`src/rtl/wave_gen_pkg.sv`:
```
// Shared constants for the multi-channel wave generator: mode encoding,
// register map and LFSR definition. No state; no backpressure.
package wave_gen_pkg;

  localparam int MODE_W = 4;
  localparam int MODE_INV_BIT = 3;

  localparam logic [2:0] MODE_OFF      = 3'd0;
  localparam logic [2:0] MODE_SQUARE   = 3'd1;
  localparam logic [2:0] MODE_SAW      = 3'd2;
  localparam logic [2:0] MODE_TRIANGLE = 3'd3;
  localparam logic [2:0] MODE_NOISE    = 3'd4;

  localparam logic [1:0] ADDR_FREQ = 2'd0;
  localparam logic [1:0] ADDR_MODE = 2'd1;
  localparam logic [1:0] ADDR_DUTY = 2'd2;
  localparam logic [1:0] ADDR_AMP  = 2'd3;

  // Fibonacci taps for x^16+x^14+x^13+x^11+1 in right-shift form
  localparam int LFSR_W = 16;
  localparam logic [LFSR_W-1:0] LFSR_TAPS = 16'h002D;
  localparam logic [LFSR_W-1:0] LFSR_SEED = 16'hACE1;

  function automatic logic mode_is_off(input logic [2:0] m);
    return (m == MODE_OFF) || (m > MODE_NOISE);
  endfunction

  function automatic logic [LFSR_W-1:0] lfsr_next(input logic [LFSR_W-1:0] s);
    return {^(s & LFSR_TAPS), s[LFSR_W-1:1]};
  endfunction

endpackage

```
`src/rtl/wave_gen_channel.sv`:
```
// One DDS channel: accumulator, pending/active shape registers, LFSR, shaper, scaler.
// Sample is registered one cycle after acc; no backpressure, ena_i freezes state.
module wave_gen_channel
  import wave_gen_pkg::*;
#(
  parameter int ACC_W = 16,
  parameter int OUT_W = 8,
  parameter logic [LFSR_W-1:0] SEED = LFSR_SEED
) (
  input  logic             clk_i,
  input  logic             rst_i,
  input  logic             ena_i,
  input  logic             freq_we_i,
  input  logic             mode_we_i,
  input  logic             duty_we_i,
  input  logic             amp_we_i,
  input  logic [ACC_W-1:0] wdata_i,
  output logic [OUT_W-1:0] wave_o,
  output logic             wrap_o
);

  logic [ACC_W-1:0]  acc_q, acc_d, freq_q, freq_d;
  logic [MODE_W-1:0] mode_q, mode_d, mode_p_q, mode_p_d;
  logic [OUT_W-1:0]  duty_q, duty_d, duty_p_q, duty_p_d;
  logic [OUT_W-1:0]  amp_q, amp_d, amp_p_q, amp_p_d;
  logic [LFSR_W-1:0] lfsr_q, lfsr_d;
  logic [OUT_W-1:0]  out_q, out_d;
  logic              wrap_q, wrap_d;

  logic [ACC_W:0]     sum;
  logic               off, carry;
  logic [OUT_W-1:0]   p, tri_up, shape, raw, scaled;
  logic [OUT_W:0]     amp_inc;
  logic [2*OUT_W:0]   prod;
  logic               unused_prod;

  assign sum    = {1'b0, acc_q} + {1'b0, freq_q};
  assign off    = mode_is_off(mode_q[2:0]);
  assign carry  = ena_i && !off && sum[ACC_W];
  assign p      = acc_q[ACC_W-1 -: OUT_W];
  assign tri_up = {p[OUT_W-2:0], 1'b0};

  always_comb begin
    shape = '0;
    case (mode_q[2:0])
      MODE_SQUARE:   shape = (p < duty_q) ? {OUT_W{1'b1}} : '0;
      MODE_SAW:      shape = p;
      MODE_TRIANGLE: shape = p[OUT_W-1] ? ~tri_up : tri_up;
      MODE_NOISE:    shape = lfsr_q[OUT_W-1:0];
      default:       shape = '0;
    endcase
    raw = mode_q[MODE_INV_BIT] ? ~shape : shape;
  end

  // AMP+1 multiplier makes all-ones AMP an exact pass-through
  assign amp_inc     = {1'b0, amp_q} + (OUT_W+1)'(1);
  assign prod        = {{(OUT_W+1){1'b0}}, raw} * {{OUT_W{1'b0}}, amp_inc};
  assign scaled      = prod[2*OUT_W-1:OUT_W];
  assign unused_prod = ^{prod[2*OUT_W], prod[OUT_W-1:0]};

  always_comb begin
    acc_d    = acc_q;
    freq_d   = freq_q;
    mode_d   = mode_q;
    duty_d   = duty_q;
    amp_d    = amp_q;
    mode_p_d = mode_p_q;
    duty_p_d = duty_p_q;
    amp_p_d  = amp_p_q;
    lfsr_d   = lfsr_q;
    out_d    = out_q;
    wrap_d   = 1'b0;

    if (freq_we_i) freq_d   = wdata_i;
    if (mode_we_i) mode_p_d = wdata_i[MODE_W-1:0];
    if (duty_we_i) duty_p_d = wdata_i[OUT_W-1:0];
    if (amp_we_i)  amp_p_d  = wdata_i[OUT_W-1:0];

    // Commit uses the pending value from before this cycle's write
    if (off || carry) begin
      mode_d = mode_p_q;
      duty_d = duty_p_q;
      amp_d  = amp_p_q;
    end

    if (ena_i) begin
      acc_d  = off ? '0 : sum[ACC_W-1:0];
      out_d  = off ? '0 : scaled;
      wrap_d = carry;
      if (carry) lfsr_d = lfsr_next(lfsr_q);
    end
  end

  always_ff @(posedge clk_i) begin
    if (rst_i) begin
      acc_q    <= '0;
      freq_q   <= '0;
      mode_q   <= {1'b0, MODE_OFF};
      duty_q   <= OUT_W'(1) << (OUT_W-1);
      amp_q    <= '1;
      mode_p_q <= {1'b0, MODE_OFF};
      duty_p_q <= OUT_W'(1) << (OUT_W-1);
      amp_p_q  <= '1;
      lfsr_q   <= SEED;
      out_q    <= '0;
      wrap_q   <= 1'b0;
    end else begin
      acc_q    <= acc_d;
      freq_q   <= freq_d;
      mode_q   <= mode_d;
      duty_q   <= duty_d;
      amp_q    <= amp_d;
      mode_p_q <= mode_p_d;
      duty_p_q <= duty_p_d;
      amp_p_q  <= amp_p_d;
      lfsr_q   <= lfsr_d;
      out_q    <= out_d;
      wrap_q   <= wrap_d;
    end
  end

  assign wave_o = out_q;
  assign wrap_o = wrap_q;

endmodule

```
`src/rtl/wave_gen_multi.sv`:
```
// NUM_CH independent DDS wave channels behind one shared register-write port.
// Samples registered one cycle after acc; no backpressure, one write per cycle.
module wave_gen_multi
  import wave_gen_pkg::*;
#(
  parameter int NUM_CH = 4,
  parameter int ACC_W  = 16,
  parameter int OUT_W  = 8,
  localparam int CH_W  = (NUM_CH > 1) ? $clog2(NUM_CH) : 1
) (
  input  logic                    clk,
  input  logic                    rst,
  input  logic                    ena,
  input  logic                    cfg_we,
  input  logic [CH_W-1:0]         cfg_ch,
  input  logic [1:0]              cfg_addr,
  input  logic [ACC_W-1:0]        cfg_wdata,
  output logic [NUM_CH*OUT_W-1:0] wave_out,
  output logic [NUM_CH-1:0]       wrap
);

  for (genvar i = 0; i < NUM_CH; i++) begin : g_ch
    logic sel;
    logic [OUT_W-1:0] ch_wave;
    logic ch_wrap;

    // Out-of-range channel indices never match any instance
    assign sel = cfg_we && (cfg_ch == CH_W'(i));

    wave_gen_channel #(
      .ACC_W (ACC_W),
      .OUT_W (OUT_W),
      .SEED  (LFSR_SEED + LFSR_W'(i))
    ) u_ch (
      .clk_i     (clk),
      .rst_i     (rst),
      .ena_i     (ena),
      .freq_we_i (sel && (cfg_addr == ADDR_FREQ)),
      .mode_we_i (sel && (cfg_addr == ADDR_MODE)),
      .duty_we_i (sel && (cfg_addr == ADDR_DUTY)),
      .amp_we_i  (sel && (cfg_addr == ADDR_AMP)),
      .wdata_i   (cfg_wdata),
      .wave_o    (ch_wave),
      .wrap_o    (ch_wrap)
    );

    assign wave_out[i*OUT_W +: OUT_W] = ch_wave;
    assign wrap[i] = ch_wrap;
  end

endmodule

```
`config.mk`:
```
export PLATFORM = sky130hd
export DESIGN_NAME = wave_gen_multi
export DESIGN_NICKNAME = d
export VERILOG_FILES = /design/src/rtl/wave_gen_pkg.sv /design/src/rtl/wave_gen_channel.sv /design/src/rtl/wave_gen_multi.sv
export SDC_FILE = /design/constraint.sdc
export NUM_CORES = 2
export LEC_CHECK = 0
export CAP_MARGIN = 15
export CORE_ASPECT_RATIO = 0.7
export CORE_UTILIZATION = 35
export CTS_CLUSTER_DIAMETER = 200
export CTS_CLUSTER_SIZE = 12
export DETAILED_ROUTE_END_ITERATION = 10
export GPL_ROUTABILITY_DRIVEN = 0
export SLEW_MARGIN = 20
export SYNTH_ARGS = -nofsm -noshare
export SYNTH_HDL_FRONTEND = slang
export SYNTH_SLANG_ARGS = --single-unit
```
`constraint.sdc`:
```
create_clock -name clk -period 13.1 [get_ports clk]
set_input_delay 2.62 -clock clk [delete_from_list [all_inputs] [get_ports clk]]
set_output_delay 2.62 -clock clk [all_outputs]
set_load 0.01 [all_outputs]
```
==> results.sh <==
export IMPL_core_um2=75400
export IMPL_rrSetupSlack_ns=6.16
export IMPL_crit_arrival_ns=7.38
export IMPL_nets=3465
export IMPL_max_freq_ghz=0.144
export IMPL_grt_pass1_vias=19300
export IMPL_slew_viol_final=0
export IMPL_seqPwrFrac_pct=49.7
export IMPL_path_cells="ha_1 > or4b_1 > a21oi_1 > o21ai_1 > a21oi_4 > a211oi_1 > xor2_1 > or2_2 > fa_1 > fa_1 > inv_1 > fa_1 > fa_1 > ha_1 > or4_2 > a31oi_1 > o31ai_4 > a21oi_4 > o21ai_2 > or3_1 > a32o_1"
export IMPL_switching_power_mw=0.634
export IMPL_reg2reg_to="g_ch[0].u_ch.wave_o[7]$_SDFFE_PP0P_"
export IMPL_grt_overflow_total=0
export IMPL_cts_tree="built"
export IMPL_drt_wirelength_per_cell_um=15.8
export IMPL_cts_made_buffers=38
export IMPL_firstDrtPassIters=5
export IMPL_cpPeakStageDelay_ns=0.61
export IMPL_area_growth_pct=9.19
export IMPL_hpwl_um=46100
export IMPL_vdd_ir_drop_max_v=0.0000718
export IMPL_holdPathStages=1
export IMPL_setup_viol=0
export IMPL_drc=0
export IMPL_cts_sinks=388
export IMPL_n_fill_cell=7508
export IMPL_finalInstanceArea_um2=29200
export IMPL_slew_headroom_pct=24.5
export IMPL_synth_main_ff_cell="dfxtp_1"
export IMPL_combinationalPowerShare_pct=8.9
export IMPL_cts_setup_buffers=0
export IMPL_critPathSlowestCell="xor2_1"
export IMPL_power_share_clock_pct=41.4
export IMPL_yosysWarnings=0
export IMPL_final_layout_size_suffix_gt1_share_pct=5.44
export IMPL_track_usage_pct=16.5
export IMPL_hold_buffers=0
export IMPL_regArea_um2=7770
export IMPL_cts_max_level=2
export IMPL_r2r_worst_path_cells=21
export IMPL_rsz0062_at_grt="no"
export IMPL_routed_wl_um=63900
export IMPL_fp_dieH_um=233
export IMPL_timing_final_crit_period_ns=6.94
export IMPL_synth_area_top_cells="dfxtp_1 29%, fa_1 12%, ha_1 11%, nor2_1 6.8%, mux2i_1 4.3%"
export IMPL_p_sw_share_pct=26.2
export IMPL_intPower_mw=1.78
export IMPL_postRouteAntennaNets=0
export IMPL_crit_start="g_ch[0].u_ch.acc_q[15]$_SDFFE_PP0P_"
export IMPL_netlist_area_leader_share_pct=29.0
export IMPL_drt_iter0_drc=1301
export IMPL_timing_final_crit_share_pct=53.0
export IMPL_synth_edf_count=0
export IMPL_clk_latency_ns=0.56
export IMPL_p_per_area_nw_per_um2=82.7
export IMPL_worstMarginPinSlew_ns=1.13
export IMPL_antenna_found_initial=2
export IMPL_syn_area_um2=26800
export IMPL_cts_clk_slew_worst_paths_ns=0.07
export IMPL_min_from="g_ch[2].u_ch.amp_p_q[3]$_SDFFE_PP1P_"
export IMPL_required_ns=13.54
export IMPL_cts_resized_gates=0
export IMPL_tns_ns=0
export IMPL_drv_cap=0
export IMPL_ys_seq_elements=388
export IMPL_clock_skew_ns=0.0205
export IMPL_dieWidth_um=333
export IMPL_synth_common_cells="488 x nor2_1, 388 x dfxtp_1, 297 x inv_1"
export IMPL_crit_top_cell="fa_1"
export IMPL_grt_max_degree=186
export IMPL_floorplan_io_pins=60
export IMPL_path_max_fanout=13
export IMPL_yosysMostFrequentCell="nor2_1"
export IMPL_io_buffers=59
export IMPL_critPathKind="reg -> reg"
export IMPL_multi_input_area_um2=17300
export IMPL_initial_core_util_pct=35.5
export IMPL_outcome="completed"
export IMPL_root_buffer="clkbuf_16"
export IMPL_synthArstFlopShare_pct=0
export IMPL_avgSynthCellArea_um2=8.75
export IMPL_cts_max_path_buffers=3
export IMPL_via_per_inst=5.02
export IMPL_hp_class="reg -> reg"
export IMPL_yosysUniqueCellTypes=81
export IMPL_vias=20300
export IMPL_die_area_um2=77600
export IMPL_timing_rr_start="g_ch[0].u_ch.acc_q[15]$_SDFFE_PP0P_"
export IMPL_final_hold_viol_count=0
export IMPL_ys_seq_area_share_pct=29.0
export IMPL_row_count=84
export IMPL_hold_end="g_ch[2].u_ch.amp_q[3]$_SDFFE_PP1P_"
export IMPL_power_leakage_nw=12.7
export IMPL_syn_inst=3060
export IMPL_grt_pass1_wl_um=104000
export IMPL_start_kind="register"
export IMPL_cp_end_kind="register"
export IMPL_post_synth_top_area_cell="dfxtp_1"
export IMPL_syn_nets=3476
export IMPL_postPlaceCellArea_um2=28200
worst max-delay path, delay by kind of cell, from the launching register on:
kind                       cells  cell delay [ns]
DFF                            1             0.49
and+or+nand+nor                4             1.64
AOI/OAI and AO/OA              9             1.61
xor gates and xnor gates       1             0.61
buffers and inverters          1             0.06
adders and majority gates      6             2.42
cell type report:
| cell class | instances | area share [%] |
|---|---|---|
| Antenna cell | 1 | 0.00856 |
| Clock buffer | 39 | 3.34 |
| Inverter | 297 | 3.81 |
| Multi-Input combinational cell | 2243 | 59.3 |
| Clock inverter | 3 | 0.141 |
| Timing Repair Buffer | 81 | 2.63 |
| Sequential cell | 388 | 26.6 |
| Tap cell | 989 | 4.23 |
layout by cell type (no fill, tap or decap), types with 19 or more instances in the layout:
cell type          n
a22oi_1           48
a21oi_1          138
nand3_1           43
a21o_1            27
fa_1             164
clkdlybuf4s50_1   57
xor2_1            72
clkbuf_16         39
buf_4             21
o21ai_0           67
nand2_1          220
mux2i_1          115
a211o_1          111
a211oi_1          28
or2_2             67
nor2b_1           88
xnor2_1          112
nor3_1            21
ha_1             228
inv_1            296
or3_1             19
dfxtp_1          388
nor2_1           486
power by group through the flow:
stage               sequential, mW  combinational, mW  clock [mW]
floorplan                     1.22              0.142           0
global placement              1.23              0.213           0
detailed placement            1.23              0.214           0
CTS                           1.20              0.215        1.03
global route                  1.20              0.237        1.08
finish                        1.20              0.216        1.00
worst max path at each step:
stage / depth (start not counted) / end
after floorplan: 22 / g_ch[0].u_ch.wave_o[7]$_SDFFE_PP0P_
after global placement: 22 / g_ch[0].u_ch.wave_o[7]$_SDFFE_PP0P_
after detailed placement: 21 / g_ch[0].u_ch.wave_o[7]$_SDFFE_PP0P_
after CTS: 21 / g_ch[0].u_ch.wave_o[7]$_SDFFE_PP0P_
after global routing: 21 / g_ch[3].u_ch.wave_o[4]$_SDFFE_PP0P_
final: 21 / g_ch[0].u_ch.wave_o[7]$_SDFFE_PP0P_
state kept, by name, indices dropped and copies added (netlist names):
register,count
g_ch.u_ch.wrap_o,4
g_ch.u_ch.wave_o,32
g_ch.u_ch.lfsr_q,64
g_ch.u_ch.duty_p_q,32
g_ch.u_ch.amp_p_q,32
g_ch.u_ch.freq_q,64
g_ch.u_ch.acc_q,64
g_ch.u_ch.amp_q,32
g_ch.u_ch.mode_p_q,16
g_ch.u_ch.mode_q,16
g_ch.u_ch.duty_q,32
cell families after synthesis:
| kind of cell | synth area share [%] |
|---|---|
| adders and majority gates | 22.9 |
| buffers and inverters | 6.42 |
| AOI/OAI and AO/OA | 14.4 |
| muxes | 4.30 |
| DFF | 29.0 |
| and+or+nand+nor | 17.0 |
| xor gates and xnor gates | 6.02 |
layer usage:
layer  routed length [µm]  up-vias  global-route usage (%)  share of wire (%)
met5                   27        -                       0              0.042
met4                  723        4                    2.59                1.1
met3                 3340       54                    2.71                5.2
met2                25200      368                    23.5                 39
met1                34600     9682                    25.8                 54
li1                     -    10200                       -                  -
through the flow:
step	util, %	setup slack [ns]	cells	power (mW)	hold slack (ns)
global placement	37.4	6.38	3998	1.44	0.440
detailed placement	37.4	6.20	3998	1.44	0.441
global route	38.8	5.73	4040	2.52	0.460
floorplan	-	6.91	3060	1.37	0.427
finish	38.8	6.16	4041	2.42	0.449
CTS	38.8	6.17	4040	2.45	0.444
Note: power is estimated with default switching activity, not from simulation.
